`src/rtl/note_sched_pkg.sv`:
```
// note_sched_pkg
// Shared widths, key range limits and FSM state type for the voice scheduler.
// The key-range check lives here so the capture path and any future users
// agree on what counts as a playable piano key.
package note_sched_pkg;

    localparam int NOTE_W   = 8;
    localparam int FREQ_W   = 32;
    localparam int NOTE_MIN = 1;
    localparam int NOTE_MAX = 88;

    typedef enum logic {
        IDLE,
        LOOK
    } state_t;

    // A key is playable only inside 1..88; 0 is a rest and anything above
    // 88 is an illegal request.
    function automatic logic is_legal_key(input logic [NOTE_W-1:0] key);
        return (key >= NOTE_W'(NOTE_MIN)) && (key <= NOTE_W'(NOTE_MAX));
    endfunction

endpackage

```
`src/rtl/note_sched_rr_arb.sv`:
```
// rr_arb
// Combinational round-robin arbiter. The search starts at the voice just
// after the last granted one and wraps, so every requester is reached
// within NV grants.
// Ports:
//   req_i   NV-wide request vector
//   last_i  index of the most recently granted requester
//   gnt_o   one-hot grant (all zero when nothing requests)
//   idx_o   index of the granted requester (0 when nothing requests)
module rr_arb #(
    parameter int NV = 4,
    parameter int IW = $clog2(NV)
) (
    input  logic [NV-1:0] req_i,
    input  logic [IW-1:0] last_i,
    output logic [NV-1:0] gnt_o,
    output logic [IW-1:0] idx_o
);

    logic [IW-1:0] cand;
    logic          found;

    // Walk the requesters in rotated priority order, taking the first hit.
    // Offsets run 1..NV so the last granted voice is considered last.
    always_comb begin
        gnt_o = '0;
        idx_o = '0;
        cand  = '0;
        found = 1'b0;
        for (int i = 1; i <= NV; i++) begin
            if (!found) begin
                cand = IW'((int'(last_i) + i) % NV);
                if (req_i[cand]) begin
                    found        = 1'b1;
                    idx_o        = cand;
                    gnt_o[cand]  = 1'b1;
                end
            end
        end
    end

endmodule

```
`src/rtl/note_sched.sv`:
```
// note_sched
// Shares one key-to-frequency scaler among NV synthesis voices. Each voice
// posts a key; legal keys are queued (one pending request per voice) and
// looked up one at a time in round-robin order, rests and illegal keys
// bypass the scaler and zero the voice immediately.
// Optional feature: define NOTE_SCHED_TRANSPOSE_EN to add transpose_i, a
// signed semitone offset applied (and clamped to 1..88) at grant time.
// Ports:
//   clk, rst       clock, asynchronous active-high reset
//   note_i         per-voice key (0 rest, 1..88 legal, 89..255 illegal)
//   note_vld_i     per-voice load strobe
//   transpose_i    signed semitone offset (only with NOTE_SCHED_TRANSPOSE_EN)
//   scl_note_o     registered key presented to the shared scaler
//   scl_freq_i     combinational scaler result for scl_note_o
//   freq_o         per-voice frequency in centi-Hz
//   freq_vld_o     one-cycle pulse when freq_o of that voice updates
//   gate_o         voice currently holds a playable note
//   err_o          sticky flag, set by any illegal key
//   busy_o         a request is pending or a lookup is in flight
module note_sched
    import note_sched_pkg::*;
#(
    parameter int NV = 4
) (
    input  logic                          clk,
    input  logic                          rst,
    input  logic [NV-1:0][NOTE_W-1:0]     note_i,
    input  logic [NV-1:0]                 note_vld_i,
`ifdef NOTE_SCHED_TRANSPOSE_EN
    input  logic signed [NOTE_W-1:0]      transpose_i,
`endif
    output logic [NOTE_W-1:0]             scl_note_o,
    input  logic [FREQ_W-1:0]             scl_freq_i,
    output logic [NV-1:0][FREQ_W-1:0]     freq_o,
    output logic [NV-1:0]                 freq_vld_o,
    output logic [NV-1:0]                 gate_o,
    output logic                          err_o,
    output logic                          busy_o
);

    localparam int IW = $clog2(NV);

    state_t                    state_q, state_d;
    logic [NV-1:0]             pend_q;
    logic [NV-1:0][NOTE_W-1:0] note_q;
    logic [IW-1:0]             gidx_q;
    logic [IW-1:0]             last_q;
    logic [NV-1:0]             arb_gnt;
    logic [IW-1:0]             arb_idx;
    logic                      load;
    logic                      done;
    logic [NOTE_W-1:0]         scl_next;

    rr_arb #(
        .NV (NV),
        .IW (IW)
    ) u_arb (
        .req_i  (pend_q),
        .last_i (last_q),
        .gnt_o  (arb_gnt),
        .idx_o  (arb_idx)
    );

`ifdef NOTE_SCHED_TRANSPOSE_EN
    logic signed [9:0] tsum;

    // Transposition is done in 10-bit signed so that key 88 + 127 or
    // key 1 - 128 cannot wrap before clamping back into the piano range.
    always_comb begin
        tsum     = $signed({2'b00, note_q[arb_idx]}) + 10'(transpose_i);
        scl_next = tsum[NOTE_W-1:0];
        if (tsum < 10'(NOTE_MIN)) begin
            scl_next = NOTE_W'(NOTE_MIN);
        end else if (tsum > 10'(NOTE_MAX)) begin
            scl_next = NOTE_W'(NOTE_MAX);
        end
    end
`else
    // Without transposition the queued key goes to the scaler unchanged.
    always_comb begin
        scl_next = note_q[arb_idx];
    end
`endif

    // State register for the two-phase lookup: IDLE picks a voice and
    // presents its key, LOOK captures the scaler answer.
    always_ff @(posedge clk or posedge rst) begin
        if (rst) begin
            state_q <= IDLE;
        end else begin
            state_q <= state_d;
        end
    end

    // Next-state logic. A fresh strobe on the voice being looked up means the
    // in-flight answer is already stale, so the completion is suppressed and
    // the voice stays pending to be served again with its new key.
    always_comb begin
        state_d = state_q;
        load    = 1'b0;
        done    = 1'b0;
        unique case (state_q)
            IDLE: begin
                if (|arb_gnt) begin
                    load    = 1'b1;
                    state_d = LOOK;
                end
            end
            LOOK: begin
                state_d = IDLE;
                done    = !note_vld_i[gidx_q];
            end
            default: begin
                state_d = IDLE;
            end
        endcase
    end

    // Grant bookkeeping: remember which voice owns the scaler and which voice
    // was served last so the arbiter rotates. Starting last_q at NV-1 makes
    // voice 0 the first winner after reset.
    always_ff @(posedge clk or posedge rst) begin
        if (rst) begin
            scl_note_o <= '0;
            gidx_q     <= '0;
            last_q     <= IW'(NV - 1);
        end else begin
            if (load) begin
                scl_note_o <= scl_next;
                gidx_q     <= arb_idx;
            end
            if (done) begin
                last_q <= gidx_q;
            end
        end
    end

    // Per-voice state. Lookup completion is applied first; a strobe in the
    // same cycle on another voice is independent, and a strobe on the
    // granted voice has already cancelled the completion above. Rests and
    // illegal keys zero the voice directly and drop any pending request so
    // the voice is never granted with them.
    always_ff @(posedge clk or posedge rst) begin
        if (rst) begin
            pend_q     <= '0;
            note_q     <= '0;
            freq_o     <= '0;
            freq_vld_o <= '0;
            gate_o     <= '0;
            err_o      <= 1'b0;
        end else begin
            freq_vld_o <= '0;
            if (done) begin
                freq_o[gidx_q]     <= scl_freq_i;
                gate_o[gidx_q]     <= 1'b1;
                freq_vld_o[gidx_q] <= 1'b1;
                pend_q[gidx_q]     <= 1'b0;
            end
            for (int v = 0; v < NV; v++) begin
                if (note_vld_i[v]) begin
                    note_q[v] <= note_i[v];
                    if (is_legal_key(note_i[v])) begin
                        pend_q[v] <= 1'b1;
                    end else begin
                        pend_q[v]     <= 1'b0;
                        freq_o[v]     <= '0;
                        gate_o[v]     <= 1'b0;
                        freq_vld_o[v] <= 1'b1;
                        if (note_i[v] != '0) begin
                            err_o <= 1'b1;
                        end
                    end
                end
            end
        end
    end

    // Busy is derived purely from registered state.
    assign busy_o = (|pend_q) || (state_q == LOOK);

endmodule
```
`config.mk`:
```
export PLATFORM = sky130hd
export DESIGN_NAME = note_sched
export DESIGN_NICKNAME = d
export VERILOG_FILES = /design/src/rtl/note_sched_pkg.sv /design/src/rtl/note_sched_rr_arb.sv /design/src/rtl/note_sched.sv
export SDC_FILE = /design/constraint.sdc
export NUM_CORES = 1
export LEC_CHECK = 0
export ABC_AREA = 1
export CAP_MARGIN = 30
export CORE_MARGIN = 4
export CORE_UTILIZATION = 45
export CTS_BUF_LIST = sky130_fd_sc_hd__clkbuf_4
export CTS_CLUSTER_DIAMETER = 30
export CTS_CLUSTER_SIZE = 14
export DETAILED_ROUTE_END_ITERATION = 8
export MAX_ROUTING_LAYER = met4
export PLACE_DENSITY = 0.74
export SLEW_MARGIN = 10
export SYNTH_ARGS = -nofsm -noshare
export SYNTH_HDL_FRONTEND = slang
export SYNTH_HIERARCHICAL = 1
export SYNTH_SLANG_ARGS = --single-unit
export TNS_END_PERCENT = 100
```
`constraint.sdc`:
```
create_clock -name clk -period 16.4 [get_ports clk]
set_clock_uncertainty 0.1 [all_clocks]
set_input_delay 1.64 -clock clk [delete_from_list [all_inputs] [get_ports clk]]
set_output_delay 1.64 -clock clk [all_outputs]
set_load 0.02 [all_outputs]
```
* Yosys cells after proc, flatten, opt, wreduce, memory -nomap -nowiden
Cells that the tools add are included.
Word-level totals: logic and storage cells 166, bits in registers 186, output and inout bits 146
Operators by class: reductions and logical operators 21, bitwise operators 7, mux-type cells 96, add/subtract/negate cells 4, $lt $le $gt $ge 19
Operators by type and width (number):
- $mux W32 | 9
- $bwmux W128 | 1
- $mux W128 | 1
- $demux W32 S2 | 1
- $mux W1 | 54
- $mux W4 | 10
- $ge A8 B1 Y1 const B | 4
- $le A8 B7 Y1 const B | 4
- $reduce_bool A8 Y1 | 4
- $lt A2 B3 Y1 const B | 6
- $bmux W8 S2 | 1
- $or A4 B4 Y4 | 4
- $mux W2 | 7
- $bmux W1 S2 | 5
- $demux W1 S2 | 5
- $ge A2 B1 Y1 const B | 5
- $logic_and A1 B1 Y1 | 9
- $mux W8 | 1
- $reduce_bool A2 Y1 | 4
- $reduce_or A4 Y1 | 2
- $add A2 B1 Y2 const B | 2
- $add A2 B2 Y2 const B | 2
- $and A4 B4 Y4 | 1
- $not A4 Y4 | 1
- other kinds (4) | 4

* Longest topological paths before layout
Gate-level depths: netlist of run 1.
depth in word-level cells 18, gate-level depth with buffers 16

* Hierarchy
The synthesis of run 1 kept the hierarchy.
By module, submodules not included:
- note_sched | area an instance 9987.1 sq um, sequential area each 4657.0 sq um, times used 1, cells each 1447
- rr_arb | area an instance 456.7 sq um, sequential area each 0.0 sq um, times used 1, cells each 77

* Worst setup path before layout of run 1
No wires, ideal clock.
path type input to register, from input port note_vld_i[3], to register freq_o[85] (netlist name), stages 10, setup slack 13364 ps, setup time 137 ps, buffers on the path 4, arrival time 2798 ps, path through buf_2 -> inv_2 -> nand2_1 -> o211ai_1 -> buf_2 -> buf_2 -> buf_2 -> nand3_1 -> nand2_1 -> a21oi_1
Between the ends: cells in the longest elaborated chain, start to end 7
Ends and longest elaborated chain:
- from (decl) | line note_sched.sv:28 | input logic [NV-1:0] note_vld_i,
- $bmux W1 S2 * | line note_sched.sv:111 | done = !note_vld_i[gidx_q];
- $mux W1 (implied by the code) * | line note_sched.sv:111
- $logic_not A1 Y1 * | line note_sched.sv:111
- $mux W1 * | line note_sched.sv:102 | unique case (state_q)
- $mux W128 * | line note_sched.sv:153 | if (done) begin
- $mux W32 | line note_sched.sv:162 | if (is_legal_key(note_i[v])) begin
- $mux W32 * | line note_sched.sv:160 | if (note_vld_i[v]) begin
- to (signal, indexed assignment) | line note_sched.sv:154 | freq_o[gidx_q] <= scl_freq_i;
- to (decl) | line note_sched.sv:34 | output logic [NV-1:0][FREQ_W-1:0] freq_o,
Mark *: on every way between the ends. The rest lies on a longest branch, timed or not. The select of a mux whose other input is x is not followed. A chain may end at the register's enable or synchronous reset.

* Worst setup path in the final report of run 1
from register pend_q[0], to output port busy_o
Between the ends: cells in the longest elaborated chain, start to end 2
Ends and longest elaborated chain:
- from (decl) | line note_sched.sv:44 | logic [NV-1:0] pend_q;
- from (signal assigned) | line note_sched.sv:145 | pend_q <= '0;
- from (signal, indexed assignment) | line note_sched.sv:157 | pend_q[gidx_q] <= 1'b0;
- from (signal, indexed assignment) | line note_sched.sv:163 | pend_q[v] <= 1'b1;
- $reduce_or A4 Y1 | line note_sched.sv:179 | assign busy_o = (|pend_q) || (state_q == LOOK);
- $logic_or A1 B1 Y1 | line note_sched.sv:179
- to (decl) | line note_sched.sv:38 | output logic busy_o
Every way passes these cells.

==> results by group, run 1 <==
Die
  – Row count: between 50 and 60
  – Die Height: ~160 microns
  – Top-Level Pins: ~220
  – Die area: approximately 26000 sq um
  – Core Region: between 20000 and 25000 sq um
  – Die X-Extent: approximately 160 microns
  – Starting density of the core: 0.460

Global route
  – Initial antenna violation count: 1
  – Global Route Usage Sum: 0.252
  – Gr ovfl total: 0
  – Largest net degree at the start of global routing: 106
  – Number of global-route vias before repair: ~9700
  – Global-route wire length before repair: approximately 50 mm

Finish
  – NumNets Final: between 1500 and 2000
  – Layout cells sized above 1: 0.0413
  – Filler cell count: between 2000 and 2500
  – Area Overhead vs Synth: 25.3%
  – Fin cells: a little under 2000

Power and ir drop
  – Max IR drop VDD: 0.000125 V
  – Cell Pwr Density: ~200 nW/um^2
  – Total power: approximately 0.0026 W
  – Leakage: 6.81 nW

Critical path
  – Crit-path max FO: 4
  – CP Class: reg2out
  – CP peak stage delay: slightly below 600 ps
  – Highest-delay cell along the critical path: clkdlybuf4s50_1
  – Cell family with most CP delay: simple AND/OR/NAND/NOR gates
  – Worst Path Required: approximately 15000 ps
  – CP Capture Type: primary output
  – CP Data Arrival Time: around 2300 ps
  – CP bufs+invs: 1
  – CP cell instances: nor4_1 > nand2_1 > clkdlybuf4s50_1
  – CP Launch Type: flop

Routing
  – Post-route DRC: 0
  – Vias post-DR: ~10000
  – Starting DRT DRC Count: approximately 860
  – DR WL/cell: roughly 16 microns
  – ANT nets after route: 0
  – Via density: just over 5
  – Final WL: 31.9 mm
  – Initial DRT Pass Iterations: 5

Yosys
  – Main combinational cell family by area after synthesis: simple AND/OR/NAND/NOR gates
  – Synth Cell Area: around 10000 sq um
  – Asr flop ratio synth: 1.00
  – Warnings, synthesis: 6
  – Synth Area in Adders: 0.00958
  – Most numerous cell in the Yosys netlist: nand2_1
  – Post-synth EDFFs: 0
  – Top post-synthesis cells by count: nand2_1 (472), inv_1 (224), dfrtp_1 (184)
  – Seq/Total Area, Yosys: 0.446
  – Compound-Gate Fraction of Synth Area: 0.137
  – Post-synth top area cell: dfrtp_1
  – Synth Net Count: 1602
  – Flops & latches, synth: between 150 and 200
  – Mux cell area share after synthesis: 0.000958
  – Post-synthesis cell count: 1524
  – Synthesized area per cell: between 6 and 7 sq um
  – XOR/XNOR Fraction of Synth Area: 0
  – Simple logic cell fraction of the synthesized area: 0.285
  – Prevailing post-synth register cell: dfrtp_1
  – Yosys cell types: 30
  – Synth area leaders: dfrtp_1 (44%), nand2_1 (17%), inv_1 (8.1%)
  – Top cell type's share of synthesized area: 0.441

Place
  – PortBufs: 215
  – Cell Count Post-Placement: roughly 1900
  – Routability cong.: around 0.9
  – Post-DP HPWL: approximately 22 mm

CTS
  – Clock root buffer: clkbuf_4
  – CTS Buffer Depth: 2
  – TritonCTS clock tree: built
  – Hold buffer count at cts: 0
  – Post_cts resized: 0
  – CTS Buf Count: 17
  – Clk slew on worst S/H paths: ~150 ps
  – Clock Latency Late Sink: ~600 ps
  – Clock sinks: between 150 and 200
  – H-tree lvl count: 4
  – Post CTS Setup Buffer Count: 0

STA
  – Max Fclk: ~0.25 GHz
  – Worst hold margin: ~400 ps
  – Slew HR: 0.368
  – RSZ-0062 raised after global routing: no
  – Worst Tran Pin Value: ~950 ps
  – # setup viols final: 0
  – Tcrit/Tclk final: 0.244
  – Final Hold Viols: 0
  – Slew Limit Fails: 0
  – Final Critical Period: 4000 ps
  – Setup TNS Final: 0 ps

Hold path
  – Hold Crit Class: reg2reg

Flow run
  – Max Cap Viol: 0

Run status
  – Status: finished clean
registers in the layout, indices dropped and copies added, names as in the netlist:
name	count
freq_o	128
note_q	32
scl_note_o	8
freq_vld_o	4
gate_o	4
pend_q	4
gidx_q	2
last_q	2
err_o	1
state_q	1
cells by family after synthesis:
family	after synthesis
DFF	186
buffers and inverters	322
and+or+nand+nor	730
adders and majority gates	8
AOI/OAI and AO/OA	277
muxes	1
power breakdown:
part	leakage, nW	internal, W	total, W	switching, W
combinational	4.30	0.000600	0.00158	0.000980
sequential	2.37	0.000619	0.000734	0.000115
clock	0.146	0.0000907	0.000259	0.000168
total	6.81	0.00131	0.00257	0.00126
worst paths after layout:
| path | startpoint | endpoint | slack [ps] | cells after the start |
|---|---|---|---|---|
| max | pend_q[0] | busy_o | 12400 | 3 |
| min | note_q[26] | note_q[26] | 390 | 2 |
| max reg2reg | last_q[0] | scl_note_o[3] | 13070 | 13 |
| min reg2reg | note_q[26] | note_q[26] | 390 | 2 |
| max in group asynchronous | rst | freq_o[90] | 13510 | 4 |
| min in group asynchronous | rst | note_q[0] | 1410 | 2 |
tightest hold or removal path, delay by kind of cell (launching register included):
| family | cells | cell delay (ps) |
|---|---|---|
| flops | 1 | 370 |
| simple gates | 2 | 100 |
final cells by class:
cell class                 instances  area [sq um]  share of cell area
clock inverter                    15           149              0.0114
inverter                         228           863              0.0660
sequential                       186          4660               0.356
timing repair buffer             232          2390               0.183
clock buffer                      17           128             0.00975
multi-input combinational       1016          4540               0.347
antenna                            1          2.50            0.000191
tap                              285           357              0.0273
layer usage:
metal | track usage | vias to the layer above | part of all wire
met4 | 0.0884 | 0 | 0.028
met2 | 0.380 | 393 | 0.46
met1 | 0.347 | 4746 | 0.45
met5 | - | - | 0
met3 | 0.0444 | 56 | 0.067
li1 | - | 5062 | -
placed cells by master, fill, tap and decap left out, types with 2 or more instances in the layout:
master,netlist,routed
nand2_1,472,471
inv_1,224,223
clkdlybuf4s50_1,0,212
dfrtp_1,184,184
o21ai_0,142,142
nand3_1,119,119
a21oi_1,111,111
nor2_1,108,108
clkbuf_4,0,17
nand4_1,10,10
o211ai_1,9,9
buf_4,3,9
a31oi_1,8,8
ha_1,8,8
nor3_1,6,6
nand2_2,6,6
buf_16,0,5
clkinv_1,1,4
inv_6,0,4
a21boi_0,4,4
inv_2,3,3
nor2_4,1,3
nand3_2,3,3
buf_2,14,3
clkinv_4,0,2
bufinv_16,0,2
clkinv_2,0,2
clkinvlp_4,0,2
dfstp_2,2,2
buf_8,0,2
nor2_2,4,2
metrics by stage:
stage          worst slack (ps)   util  area (sq um)
2_1_floorplan              9610      -         10400
3_3_place_gp              11470  0.556         12600
3_5_place_dp              11800  0.564         12800
4_1_cts                   12440  0.576         13100
5_1_grt                   12220  0.576         13100
6_report                  12400  0.576         13100
Note: power is estimated with default switching activity, not from simulation.
==> inputs of run 2 (changes only) <==
==> constraint.sdc (replaced) <==
create_clock -name clk -period 3.7 [get_ports clk]
set_clock_uncertainty 0.1 [all_clocks]
set_input_delay 0.37 -clock clk [delete_from_list [all_inputs] [get_ports clk]]
set_output_delay 0.37 -clock clk [all_outputs]
set_load 0.02 [all_outputs]
==> run 2 against run 1 <==
- combinational power rose to 4.3 times the previous value
- non-clock buffer count rose by 6
- final area rose by 0.24%
- core utilization rose by 0.14 points
- via count fell by 0.39%
- sequential share of layout area fell by 0.085 points
- first-iteration DRC count rose by 9.7%
- critical path type is now reg2reg
- largest power group unchanged
==> results by group, run 2 (synthesis gave the netlist of run 1 again) <==
Run status
  – Status: finished clean (unchanged)

Finish
  – Utilization after layout: 0.578 (was 0.576)
  – Biggest regs: freq_o x128, note_q x32, scl_note_o x8 (unchanged)
  – Layout cells sized above 1: 0.0447 (was 0.0413)
  – Area Overhead vs Synth: 25.6% (was 25.3%)
  – Max reg flops: 128 (unchanged)
  – Commonest non-fill, non-tap cell in the layout: nand2_1 (unchanged)
  – Most frequent cells in the layout: nand2_1 (471), inv_1 (223), clkdlybuf4s50_1 (212) (unchanged)
  – Register with the most flip-flops: freq_o (unchanged)
  – NumNets Final: 1765 (was 1759)

Place
  – Post-DP HPWL: 22.1 mm (was 21.8 mm)
  – PortBufs: 215 (unchanged)
  – Routability cong.: 0.920 (was 0.906)
  – Pre-CTS setup slack: 576 ps (was 11800 ps)

CTS
  – Clock Latency Late Sink: 570 ps (was 600 ps)
  – CTS Buffer Depth: 2 (unchanged)
  – CTS Buf Count: 17 (unchanged)
  – Clock root buffer: clkbuf_4 (unchanged)
  – Clock sinks: 186 (unchanged)
  – TritonCTS clock tree: built (unchanged)
  – Post CTS Setup Buffer Count: 0 (unchanged)
  – Post_cts resized: 0 (unchanged)
  – H-tree lvl count: 4 (unchanged)
  – Clk slew on worst S/H paths: 160 ps (was 150 ps)
  – Hold buffer count at cts: 2 (was 0)

Die
  – Starting density of the core: 0.460 (unchanged)
  – Die Height: 160 microns (unchanged)
  – Core Region: 22700 sq um (unchanged)
  – Die X-Extent: 160 microns (unchanged)
  – Row count: 55 (unchanged)
  – Die area: 25700 sq um (unchanged)
  – Top-Level Pins: 216 (unchanged)

Critical path
  – CP Launch Type: flop (unchanged)
  – CP cell instances: inv_1 > ha_1 > inv_1 > nand3_2 > nand2_2 > nor2_4 > nand4_1 > nand3_1 > nor2_1 > nand2_1 > nor2_1 > nor2_1 > buf_4 > nor2_1 > a31oi_1 (was nor4_1 > nand2_1 > clkdlybuf4s50_1)
  – CP Class: reg2reg (was reg2out)
  – CP Data Arrival Time: 3530 ps (was 2260 ps)
  – Crit-path max FO: 12 (was 4)
  – Worst Path Required: 4110 ps (was 14660 ps)
  – Highest-delay cell along the critical path: dfstp_2 (was clkdlybuf4s50_1)
  – CP bufs+invs: 3 (was 1)
  – CP Capture Type: flop (was primary output)
  – Worst R2R Setup Slack: 580 ps (was 13070 ps)
  – CP peak stage delay: 650 ps (was 580 ps)
  – Cell mode on critical path: nor2_1
  – Cell family with most CP delay: simple AND/OR/NAND/NOR gates (unchanged)

Routing
  – ANT nets after route: 0 (unchanged)
  – Initial DRT Pass Iterations: 5 (unchanged)
  – Final WL: 32.2 mm (was 31.9 mm)
  – DR WL/cell: 16.2 microns (was 16.1 microns)
  – Starting DRT DRC Count: 947 (was 863)
  – Vias post-DR: 10200 (was 10300)
  – Via density: 5.14 (was 5.18)
  – Post-route DRC: 0 (unchanged)

STA
  – Worst Tran Pin Value: 794 ps (was 948 ps)
  – Tcrit/Tclk final: 0.843
  – Setup TNS Final: 0 ps (unchanged)
  – Final Hold Viols: 0 (unchanged)
  – Max Fclk: 0.321 GHz
  – Slew HR: 0.470 (was 0.368)
  – RSZ-0062 raised after global routing: no (unchanged)
  – Slew Limit Fails: 0 (unchanged)
  – # setup viols final: 0 (unchanged)
  – Final Critical Period: about 3100 ps
  – PnR worst setup slack: 580 ps (was 12400 ps)

Global route
  – Global Route Usage Sum: 0.255 (was 0.252)
  – Gr ovfl total: 0 (unchanged)
  – Initial antenna violation count: 1 (unchanged)
  – Largest net degree at the start of global routing: 101 (was 106)
  – Number of global-route vias before repair: 9333 (was 9657)
  – Global-route wire length before repair: 51.5 mm (was 51.0 mm)

Power and ir drop
  – Leakage: 6.83 nW (was 6.81 nW)
  – Cell Pwr Density: 855 nW/um^2 (was 197 nW/um^2)
  – Total power: 0.0112 W (was 0.00257 W)
  – Max IR drop VDD: 0.000474 V (was 0.000125 V)

Hold path
  – Hold Crit Class: in2reg (was reg2reg)

Flow run
  – Max Cap Viol: 0 (unchanged)
run 2: cell types whose count changed in the layout (fill, tap and decap cells not counted), sizes merged:
cell	before	now
buf	20	23
bufinv	2	1
clkinv	8	7
dlygate4sd3	0	3
inv	231	233
run 2: power by group:
group          switching (W)  internal [W]  total (W)  leakage [nW]
Sequential          0.000469       0.00274    0.00321          2.37
Combinational        0.00424       0.00261    0.00684          4.31
Clock               0.000796      0.000362    0.00116         0.156
run 2: path summary, 6_finish.rpt:
path	startpoint	depth (start not counted)	end
hold / removal	note_vld_i[0]	7	err_o
hold reg to reg	note_q[26]	2	note_q[26]
setup reg to reg	last_q[1]	15	scl_note_o[0]
min in group asynchronous	rst	3	note_q[9]
max in group asynchronous	rst	5	freq_o[84]
setup / recovery	last_q[1]	15	scl_note_o[0]
run 2: layout make-up:
type	instances	area [sq um]
antenna	1	2.50
sequential	186	4660
tap	285	357
fill	2167	9590
inverter	228	860
timing repair buffer	238	2420
clock inverter	15	159
clock buffer	17	128
multi-input combinational	1016	4540
run 2: worst min-delay path, stage by stage:
cell and delay [ps]:
buf_2 100, inv_1 70, nor2_1 110, nand2_1 60
nand2_1 50, nor2_1 30, nand3_1 50
run 2: routing by layer:
metal,routed length (microns),GRT usage
met5,0,-
met4,862,0.0774
met3,2500,0.0526
met2,14500,0.371
met1,14300,0.361
run 2: stage by stage:
step / instance area [sq um] / instances / hold WS [ps]
floorplan: 10400 / 1524 / 337
detailed placement: 12800 / 1949 / 356
global placement: 12700 / 1947 / 357
CTS: 13100 / 1983 / 146
global route: 13100 / 1986 / 197
finish: 13100 / 1986 / 193
==> inputs of run 3 (changes only) <==
--- a/config.mk
+++ b/config.mk
@@ -14,7 +14,7 @@
 export CTS_CLUSTER_SIZE = 14
 export DETAILED_ROUTE_END_ITERATION = 8
 export MAX_ROUTING_LAYER = met4
-export PLACE_DENSITY = 0.74
+export PLACE_DENSITY = 0.76
 export SLEW_MARGIN = 10
 export SYNTH_ARGS = -nofsm -noshare
 export SYNTH_HDL_FRONTEND = slang
==> constraint.sdc (replaced) <==
create_clock -name clk -period 2.5 [get_ports clk]
set_clock_uncertainty 0.1 [all_clocks]
set_input_delay 0.25 -clock clk [delete_from_list [all_inputs] [get_ports clk]]
set_output_delay 0.25 -clock clk [all_outputs]
set_load 0.02 [all_outputs]
==> run 3 against run 2 <==
- wire length up 2.2%
- sequential share of layout area down 0.88 points
- clock power up 47%
- core utilization up 1.5 points
- via count up 2.5%
- die area unchanged
- cell count up 1.2%
- combinational power up 61%
- global-route usage up 0.39 points
- sequential cell count unchanged
==> results by group, run 3 (synthesis gave the netlist of run 1 again) <==
Power and ir drop
  – Clock power frac: 0.097 (was 0.103)
  – Cell Pwr Density: 1300 nW/um^2 (was 855 nW/um^2)
  – Int Power: 0.00905 W (was 0.00571 W)
  – Total power: 0.0174 W (was 0.0112 W)
  – Register share of total power: 0.273 (was 0.286)
  – P_sw: 0.00839 W (was 0.00550 W)
  – Combinational Power Share: 0.630 (was 0.610)
  – Leakage: 6.98 nW (was 6.83 nW)
  – Sw frac: 0.481 (was 0.491)
  – Max IR drop VDD: 0.000780 V (was 0.000474 V)

Hold path
  – Worst Hold Launch: note_vld_i[0] (unchanged)
  – Hold Crit Class: in2reg (unchanged)

Critical path
  – Worst Path Required: 2900 ps (was 4110 ps)
  – Critical Path Start: last_q[0] (was last_q[1])
  – Critical R2R Launch: last_q[0] (was last_q[1])
  – CP Data Arrival Time: 2790 ps (was 3530 ps)
  – CP Launch Type: flop (unchanged)
  – CP Capture Type: flop (unchanged)
  – Crit-path max FO: 32 (was 12)
  – CP Class: reg2reg (unchanged)

Die
  – Starting density of the core: 0.460 (unchanged)
  – Core Region: 22700 sq um (unchanged)
  – Die Height: 160 microns (unchanged)
  – Top-Level Pins: 216 (unchanged)
  – Die X-Extent: 160 microns (unchanged)
  – Die area: 25700 sq um (unchanged)
  – Row count: 55 (unchanged)

Finish
  – Utilization after layout: 0.592 (was 0.578)
  – Commonest non-fill, non-tap cell in the layout: nand2_1 (unchanged)
  – Seq. cell area: 4660 sq um (unchanged)
  – NumNets Final: 1787 (was 1765)
  – Register with the most flip-flops: freq_o (unchanged)
  – Most frequent cells in the layout: nand2_1 (471), inv_1 (220), clkdlybuf4s50_1 (211) (was nand2_1 (471), inv_1 (223), clkdlybuf4s50_1 (212))
  – Biggest regs: freq_o x128, note_q x32, scl_note_o x8 (unchanged)
  – Layout cells sized above 1: 0.0621 (was 0.0447)
  – Max reg flops: 128 (unchanged)
  – Filler cell count: 2071 (was 2167)
  – Multi-input gate area: 4600 sq um (was 4540 sq um)
  – Area Overhead vs Synth: 28.8% (was 25.6%)

CTS
  – Clk slew on worst S/H paths: 150 ps (was 160 ps)
  – H-tree lvl count: 4 (unchanged)
  – TritonCTS clock tree: built (unchanged)
  – Clock Latency Late Sink: 570 ps (about the same)
  – Clock sinks: 186 (unchanged)
  – CTS Buf Count: 17 (unchanged)
  – Clock root buffer: clkbuf_4 (unchanged)
  – CTS Buffer Depth: 2 (unchanged)

Routing
  – ANT nets after route: 0 (unchanged)
  – DR WL/cell: 16.4 microns (was 16.2 microns)
  – Via density: 5.21 (was 5.14)
  – Vias post-DR: 10500 (was 10200)
  – Initial DRT Pass Iterations: 5 (unchanged)
  – Starting DRT DRC Count: 997 (was 947)
  – Post-route DRC: 0 (unchanged)
  – Final WL: 32.9 mm (was 32.2 mm)

STA
  – Slew HR: 0.604 (was 0.470)
  – Max Fclk: 0.419 GHz (was 0.321 GHz)
  – Slew Limit Fails: 0 (unchanged)
  – Worst hold margin: 68.8 ps (was 193 ps)
  – Final Critical Period: 2390 ps (was 3120 ps)
  – Worst Tran Pin Value: 594 ps (was 794 ps)
  – Tcrit/Tclk final: 0.955 (was 0.843)
  – Final Hold Viols: 0 (unchanged)
  – # setup viols final: 0 (unchanged)

Global route
  – Initial antenna violation count: 2 (was 1)
  – Global-route wire length before repair: 52.4 mm (was 51.5 mm)
  – Global Route Usage Sum: 0.259 (was 0.255)
  – Gr ovfl total: 0 (unchanged)
  – Number of global-route vias before repair: 9730 (was 9333)
  – Largest net degree at the start of global routing: 91 (was 101)

Place
  – PortBufs: 215 (unchanged)
  – Routability cong.: 0.889 (was 0.920)
  – Post-DP HPWL: 22.7 mm (was 22.1 mm)

Run status
  – Status: finished clean (unchanged)

Flow run
  – Max Cap Viol: 0 (unchanged)
==> run 3: cell types whose count changed in the layout (fill, tap and decap cells not counted), sizes merged <==
cell	delta
inv	-3
clkdlybuf4s50	-1
buf	+22
clkinvlp	+1
dlygate4sd2	+1
diode	+1
clkbuf	+1
bufinv	+1
==> run 3: repair_timing <==
item	CTS	global route
buffers inserted	2	3
hold buffers	3	0
endpoints found under the setup margin	5	11
pin swaps	1	8
cloned	0	2
endpoints found under the hold margin	26	0
gates resized for setup	2	24
==> run 3: power groups by stage <==
stage	logic (W)	clock network [W]	registers (W)
floorplan	0.00572	0	0.00578
global placement	0.0102	0	0.00479
detailed placement	0.0105	0	0.00479
CTS	0.0106	0.00175	0.00474
global route	0.0122	0.00188	0.00488
finish	0.0110	0.00170	0.00475
==> run 3: worst max-delay path, stage by stage (launching register included) <==
cell and delay [ps]:
dfstp_2 570, inv_2 50, ha_4 290, inv_4 50, nand3_4 80, nand2_4 80
nor2_4 140, buf_4 130, nand4_1 70, nand2_1 90, inv_1 70, buf_12 160
a21oi_1 160, o21ai_0 110, a31oi_1 170
==> run 3: routing by layer <==
metal,wire (microns),global-route usage
met1,14500,0.348
met2,15200,0.400
met3,2280,0.0521
met4,811,0.0767
met5,0,-
==> run 3: area by class of cell <==
type	count	area share
multi-input cells	1016	0.342
clock buffers	18	0.0100
inverters	228	0.0643
repair buffers	260	0.200
diodes	2	0.000372
clock inverters	14	0.0109
well taps	285	0.0265
flip-flops and latches	186	0.346
==> run 3: through the flow <==
step,instances,setup slack (ps),setup TNS [ps],cell area [sq um]
6_report,2009,112,0,13400
2_1_floorplan,1524,-241,-44320,10500
4_1_cts,2002,7.21,0,13300
3_5_place_dp,1965,-50.6,-79.7,13000
5_1_grt,2009,-21.9,-93.4,13400
3_3_place_gp,1965,81.6,0,13000
==> run 3: path summary, 6_finish.rpt <==
| kind | endpoint | slack [ps] | cells after the start |
|---|---|---|---|
| setup / recovery | scl_note_o[5] | 110 | 14 |
| hold / removal | err_o | 70 | 7 |
| setup reg to reg | scl_note_o[5] | 110 | 14 |
| hold reg to reg | note_q[26] | 410 | 2 |
| max in group asynchronous | freq_o[111] | 1070 | 5 |
| min in group asynchronous | pend_q[0] | 490 | 3 |
